$ cat src/rtl/slowclk_pkg.sv
// Shared types and default sizing for the slow-clock monitor.
package slowclk_pkg;

  localparam int          DEF_CNT_W   = 32;
  localparam int unsigned DEF_TIMEOUT = 200000000;

  typedef enum logic [1:0] {
    ST_SEEK = 2'd0,
    ST_ARM  = 2'd1,
    ST_LOCK = 2'd2
  } state_t;

endpackage

$ cat src/rtl/sync_edge.sv
// Three-flop synchronizer for the asynchronous slow clock with edge detects.
module sync_edge (
  input  logic i_clk50,
  input  logic i_rst,
  input  logic i_d,
  output logic o_level,
  output logic o_rise_det,
  output logic o_fall_det
);

  // r_sync[0]=s1 (metastability catch), r_sync[1]=s2, r_sync[2]=s3
  logic [2:0] r_sync;

  always_ff @(posedge i_clk50 or posedge i_rst) begin
    if (i_rst) r_sync <= '0;
    else       r_sync <= {r_sync[1:0], i_d};
  end

  assign o_level    = r_sync[1];
  assign o_rise_det =  r_sync[1] & ~r_sync[2];
  assign o_fall_det = ~r_sync[1] &  r_sync[2];

endmodule

$ cat src/rtl/slowclk_monitor.sv
// Measures period/high time of an asynchronous slow clock in clk50 cycles,
// emits edge strobes and flags loss of the slow clock.
module slowclk_monitor
  import slowclk_pkg::*;
#(
  parameter int          CNT_W   = DEF_CNT_W,
  parameter int unsigned TIMEOUT = DEF_TIMEOUT
) (
  input  logic             i_clk50,
  input  logic             i_rst,
  input  logic             i_slow_in,
  output logic             o_rise,
  output logic             o_fall,
  output logic [CNT_W-1:0] o_period,
  output logic             o_period_valid,
  output logic [CNT_W-1:0] o_high_time,
  output logic             o_stalled,
  output logic             o_locked
);

  localparam logic [CNT_W-1:0] CNT_MAX = CNT_W'(TIMEOUT - 1);

  logic             w_level;
  logic             w_rise_det;
  logic             w_fall_det;
  logic [CNT_W-1:0] r_cnt;
  logic [CNT_W-1:0] w_cnt_inc;
  logic             w_stall;
  state_t           r_state;
  state_t           w_state_nxt;
  logic             w_upd_period;
  logic             w_upd_high;
  logic             w_set_lock;

  sync_edge u_sync (
    .i_clk50    (i_clk50),
    .i_rst      (i_rst),
    .i_d        (i_slow_in),
    .o_level    (w_level),
    .o_rise_det (w_rise_det),
    .o_fall_det (w_fall_det)
  );

  // cnt saturates below TIMEOUT, so +1 never wraps at CNT_W bits
  assign w_cnt_inc = r_cnt + CNT_W'(1);
  assign w_stall   = (r_cnt == CNT_MAX) && !w_rise_det;

  always_ff @(posedge i_clk50 or posedge i_rst) begin
    if (i_rst)                r_cnt <= '0;
    else if (w_rise_det)      r_cnt <= '0;
    else if (r_cnt != CNT_MAX) r_cnt <= w_cnt_inc;
  end

  always_ff @(posedge i_clk50 or posedge i_rst) begin
    if (i_rst) r_state <= ST_SEEK;
    else       r_state <= w_state_nxt;
  end

  always_comb begin
    w_state_nxt  = r_state;
    w_upd_period = 1'b0;
    w_upd_high   = 1'b0;
    w_set_lock   = 1'b0;
    case (r_state)
      ST_SEEK: begin
        // first rise only opens the window; the interval before it is partial
        if (w_rise_det) w_state_nxt = ST_ARM;
      end
      ST_ARM: begin
        if (w_fall_det && !w_level) w_upd_high = 1'b1;
        if (w_rise_det) begin
          w_upd_period = 1'b1;
          w_set_lock   = 1'b1;
          w_state_nxt  = ST_LOCK;
        end
      end
      ST_LOCK: begin
        if (w_fall_det && !w_level) w_upd_high   = 1'b1;
        if (w_rise_det)             w_upd_period = 1'b1;
      end
      default: w_state_nxt = ST_SEEK;
    endcase
    // a fall at the stall point measures nothing meaningful, so it is dropped
    if (w_stall) begin
      w_state_nxt = ST_SEEK;
      w_upd_high  = 1'b0;
    end
  end

  always_ff @(posedge i_clk50 or posedge i_rst) begin
    if (i_rst) begin
      o_rise         <= 1'b0;
      o_fall         <= 1'b0;
      o_period_valid <= 1'b0;
      o_period       <= '0;
      o_high_time    <= '0;
      o_stalled      <= 1'b0;
      o_locked       <= 1'b0;
    end else begin
      o_rise         <= w_rise_det;
      o_fall         <= w_fall_det;
      o_period_valid <= w_upd_period;
      if (w_upd_period) o_period    <= w_cnt_inc;
      if (w_upd_high)   o_high_time <= w_cnt_inc;
      if (w_stall) begin
        o_stalled <= 1'b1;
        o_locked  <= 1'b0;
      end else begin
        if (w_rise_det) o_stalled <= 1'b0;
        if (w_set_lock) o_locked  <= 1'b1;
      end
    end
  end

endmodule
$ cat config.mk
export PLATFORM = sky130hd
export DESIGN_NAME = slowclk_monitor
export DESIGN_NICKNAME = d
export VERILOG_FILES = /design/src/rtl/slowclk_pkg.sv /design/src/rtl/sync_edge.sv /design/src/rtl/slowclk_monitor.sv
export SDC_FILE = /design/constraint.sdc
export NUM_CORES = 1
export LEC_CHECK = 0
export CORE_MARGIN = 5
export CORE_UTILIZATION = 31
export DETAILED_ROUTE_END_ITERATION = 12
export SLEW_MARGIN = 10
export SYNTH_ARGS = -nofsm -noshare
export SYNTH_HDL_FRONTEND = slang
export SYNTH_SLANG_ARGS = --single-unit
$ cat constraint.sdc
create_clock -name i_clk50 -period 3.3 [get_ports i_clk50]
set_input_delay 0.66 -clock i_clk50 [delete_from_list [all_inputs] [get_ports i_clk50]]
set_output_delay 0.66 -clock i_clk50 [all_outputs]
set_load 0.02 [all_outputs]
After elaboration in Yosys (flattened, before gate mapping)
Cells that the tools add are included.

storage, ports and cells
  logic and storage cells = 48
  output and inout port bits = 69
  input bits = 3
  bits in registers = 106

cells by class
  bitwise gates (word level) = 4
  multiplexer cells = 16
  add/subtract/negate cells = 1
  reduce and logical (&&, ||, !) cells = 10
  equality and inequality tests = 7

operators with widths
  kind                                                               number
  32-bit 2-to-1 mux                                                  2
  32-bit by 1-bit adder with 32-bit output, second input constant    1
  32-bit by 28-bit == test with 1-bit output, second input constant  1
  32-bit by 28-bit != test with 1-bit output, second input constant  1
  1-bit 2-to-1 mux                                                   10
  2-bit 2-to-1 mux                                                   3
  3-bit != test, second input constant                               2
  2-bit one-hot mux with 3 select lines                              1
  2-bit nonzero test                                                 3
  3-bit AND reduction                                                1
  1-bit AND                                                          2
  2-bit by 1-bit == test with 1-bit output, second input constant    1
  2-bit == test, second input constant                               1
  1-bit logical AND                                                  2
  1-bit logical NOT                                                  2
  2-bit logical NOT                                                  1
  2-bit != test, second input constant                               1
  1-bit inverter                                                     2
  2-bit OR reduction                                                 1

Depth between registers and ports, before layout
  word-level depth = 6
  depth in mapped cells = 7
  depth with buffers taken out = 7

Modules after synthesis
A second synthesis with hierarchy kept.

unflattened totals
  cell total of the unflattened synthesis = 414
  area, all modules = 4534.3 sq um

by module, submodules not included
  module           sequential area each (sq um)  area each (sq um)  instances  cells each
  slowclk_monitor  2577.5                        4440.5             1          408
  sync_edge        75.1                          93.8               1          6

Worst setup path after synthesis
Ideal clock, no wire load.

  path kind = register -> register
  start point = register r_cnt[0]
  end point = register r_cnt[1]
  setup slack = 1.238 ns
  setup time = 0.132 ns
  required time = 3.168 ns
  clock period less this slack = 2.062 ns
  buffers on the path = 1
  data arrival time = 1.930 ns
  stages on the path, launching flop included = 8
  cell sequence = dfrtp_1 -> ha_1 -> nand4_1 -> or4_4 -> or3_4 -> buf_6 -> mux2i_1 -> nor2_1

on the way
  word-level cells in the longest chain between the ends = 3
  elaborated cells between the ends (all ways) = 5
  those cells by class = add/sub (1); eq/ne (1); mux (2); reduce/logical (1)

ends and longest elaborated chain
  element                                   line                   source
  start, declared                           slowclk_monitor.sv:26  logic [CNT_W-1:0] r_cnt;
  start signal, assigned                    slowclk_monitor.sv:51  else if (r_cnt != CNT_MAX) r_cnt <= w_cnt_inc;
  32-bit by 1-bit adder with 32-bit output  slowclk_monitor.sv:45  assign w_cnt_inc = r_cnt + CNT_W'(1);
  32-bit 2-to-1 mux                         slowclk_monitor.sv:51
  32-bit 2-to-1 mux                         slowclk_monitor.sv:50  else if (w_rise_det) r_cnt <= '0;

Parallel ways exist; a longest one is shown, timed or not. The select of a mux whose other input is x is not followed.
A chain may end at the register's enable or synchronous reset.

Final worst setup path
  start point = register r_cnt[0]
  end point = register o_high_time[1]

on the way
  word-level cells in the longest chain between the ends = 3
  elaborated cells between the ends (all ways) = 4
  those cells by class = add/sub (1); eq/ne (1); mux (1); reduce/logical (1)

ends and longest elaborated chain
  element                                                                           line                    source
  branches (longest 3 deep; another with 32-bit by 1-bit adder with 32-bit output)  -
  end signal, assigned                                                              slowclk_monitor.sv:104  if (w_upd_high) o_high_time <= w_cnt_inc;
  end, declared                                                                     slowclk_monitor.sv:16   output logic [CNT_W-1:0] o_high_time,

Several ways; the timed one is not identified.

==> qor.yml <==
stdcell_area_um2: 5558
drive_above_1_share_pct: 5.955
rows: 43
detailed_place_hpwl_mm: 6.995
fin_util_pct: 40.35
power.density_nw_per_um2: 579.8
overflow: 0
dr_total_vias: 3090
dp_cells: 651
finalWirelength_mm: 9.688
relSlewSlack_pct: 38.92
cp-end-kind: "flop"
cp.arrival_ps: 2710
synth_area_um2: 4310
clock_latency_ps: 340
diodes: 0
fin_skew_ps: 9.799
synthArstFlopShare_pct: 100.0
drc: 0
rr_startpoint: "r_cnt[0]"
drtAntennaViolNets: 0
clkTransAtPathRegs_ps: 70
portBuffers: 71
path_max_fanout: 41
hold_slack_ps: 349.2
setup_viol: 0
synthCells: 416
synth_top_area_share_pct: 61.54
tightest_slew_ps: 912.8
wl_per_cell_um: 14.52
synth_nets: 424
die_h_um: 127.9
synthToLayoutAreaGrowth_pct: 28.94
avgSynthCellArea_um2: 10.36
final_cells: 667
peakVddDrop_uv: 261.5
fillers: 1360
crit_type: "flop to flop"
drv_slew: 0
holdBufCountCts: 0
cts_buffers: 9
cts_tree: "done"
fin_crit_ps: 2477
worst_slack_ps: 823.3
power_mw: 3.222
grt_pass1_vias: 3050
hold_path_class: "flop to flop"
antenna_found_initial: 0
dp_worst_setup_slack_ps: 813.9
ctsResizeCount: 0
core_um2: 13770
start_util_pct: 31.30
grt_pass1_wl_mm: 16.09
cp.required_ps: 3530
grt_max_degree: 86
yosysUniqueCellTypes: 33
pin_count: 72
fin_nets: 490
seq_area_frac_synth_pct: 61.54
synth_flop_cell: "dfrtp_1"
synth.area.top_cells: "dfrtp_1 62%, o21ai_0 7.4%, nand2_1 6.5%"
gp_congestion: 0.7983
drt-initial-drc-count: 194
grt_usage_pct: 12.37
ys_seq_elements: 106
place_area_um2: 5206
firstDrtPassIters: 4
hold_path_startpoint: "u_sync.r_sync[0]"
tns_ps: 0
synth_edf_count: 0
cp-start-kind: "flop"
synth_top_area_cell: "dfrtp_1"
critPathLaunch: "r_cnt[0]"
outcome: "finished clean"
timing.final.crit_share_pct: 75.05
vias_per_cell: 4.633
dieWidth_um: 127.9
leakage_nw: 2.377
dieArea_um2: 16360
cts.sinks: 106
cts_root_buf: "clkbuf_16"
htree_levels: 3
postCtsSetupRepairBufs: 0
cts_buffer_depth: 2
rsz0062_at_grt: "no"
yosys_warnings: 0
fmax_mhz: 403.8
timing_hold_violations_final: 0
drv_cap: 0
==> sequential cells by signal, summed over array words and instances (netlist names) <==
register,flops
u_sync.r_sync,3
o_high_time,32
r_cnt,32
o_rise,1
o_fall,1
o_period_valid,1
o_period,32
o_stalled,1
o_locked,1
r_state,2
==> final cells by class <==
type	count	area [um^2]	area share [%]
clock inverter	6	112.6	2.026
inverter	8	33.78	0.6078
tap	180	225.2	4.052
timing repair buffer	76	760.7	13.69
sequential	106	2653	47.73
clock buffer	10	239.0	4.300
multi-input combinational	281	1534	27.60
==> placed cells by master, fill, tap and decap left out, drive strengths merged <==
cell type	n
clkdlybuf4s50	71
mux2i	1
nor3	4
or4	1
nand4	15
o21ai	64
nor3b	1
bufinv	3
nor4	4
buf	5
ha	5
a211oi	1
nand2	75
inv	8
mux2	2
xnor2	8
dfrtp	106
and2	1
clkinv	2
nand3	15
nand4b	1
and4	3
o31ai	1
nor2	35
a21oi	10
and3	6
clkbuf	10
nand2b	1
clkinvlp	1
xor2	23
or3	1
nor2b	1
nor4b	2
==> worst max-delay path: stages, from the launching register on <==
cell and delay [ps]:
dfrtp_1 440, ha_1 250, nand4_1 200, or4_4 490, o31ai_4 240, buf_4 360, mux2_2 380
==> routing by layer <==
metal	global-route usage, %	vias up	part of all wire [%]
met2	20.18	58	49
met4	3.184	0	1.1
met1	16.02	1492	45
met3	3.875	7	4.1
li1	-	1533	-
met5	0	-	0
==> synth_stat cells, types with 4 or more instances <==
master	instances
a21oi_1	10
and3_1	6
buf_2	6
clkbuf_1	10
dfrtp_1	106
ha_1	5
inv_1	7
nand2_1	75
nand3_1	15
nand4_1	15
nor2_1	35
nor3_1	4
nor4_1	4
o21ai_0	64
xnor2_1	8
xor2_1	23
==> cells by family (layout without fill, tap and decap cells) <==
group | Yosys count | after routing | synth area share [%]
AO/OA/AOI/OAI | 76 | 76 | 9.260
XOR/XNOR | 31 | 31 | 6.299
adder cells (fa/ha/maj) | 5 | 5 | 1.451
buffers and inverters | 29 | 100 | 2.932
flip-flops | 106 | 106 | 61.54
multiplexers | 3 | 3 | 0.7547
AND/OR/NAND/NOR | 166 | 166 | 17.77
==> where the power goes <==
| group | switching (mW) | internal [mW] |
|---|---|---|
| Combinational | 0.338 | 0.199 |
| Sequential | 0.0658 | 1.39 |
| Clock | 0.469 | 0.765 |
| Total | 0.873 | 2.35 |
==> final timing paths <==
kind	to	slack (ps)	cells after the start
worst min-delay path	u_sync.r_sync[1]	350	0
min in group asynchronous	o_period[11]	690	2
worst max register to register	o_high_time[1]	820	6
worst max-delay path	o_high_time[1]	820	6
worst min register to register	u_sync.r_sync[1]	350	0
max in group asynchronous	o_high_time[0]	1810	3
Power figures use the tool's default switching activity.
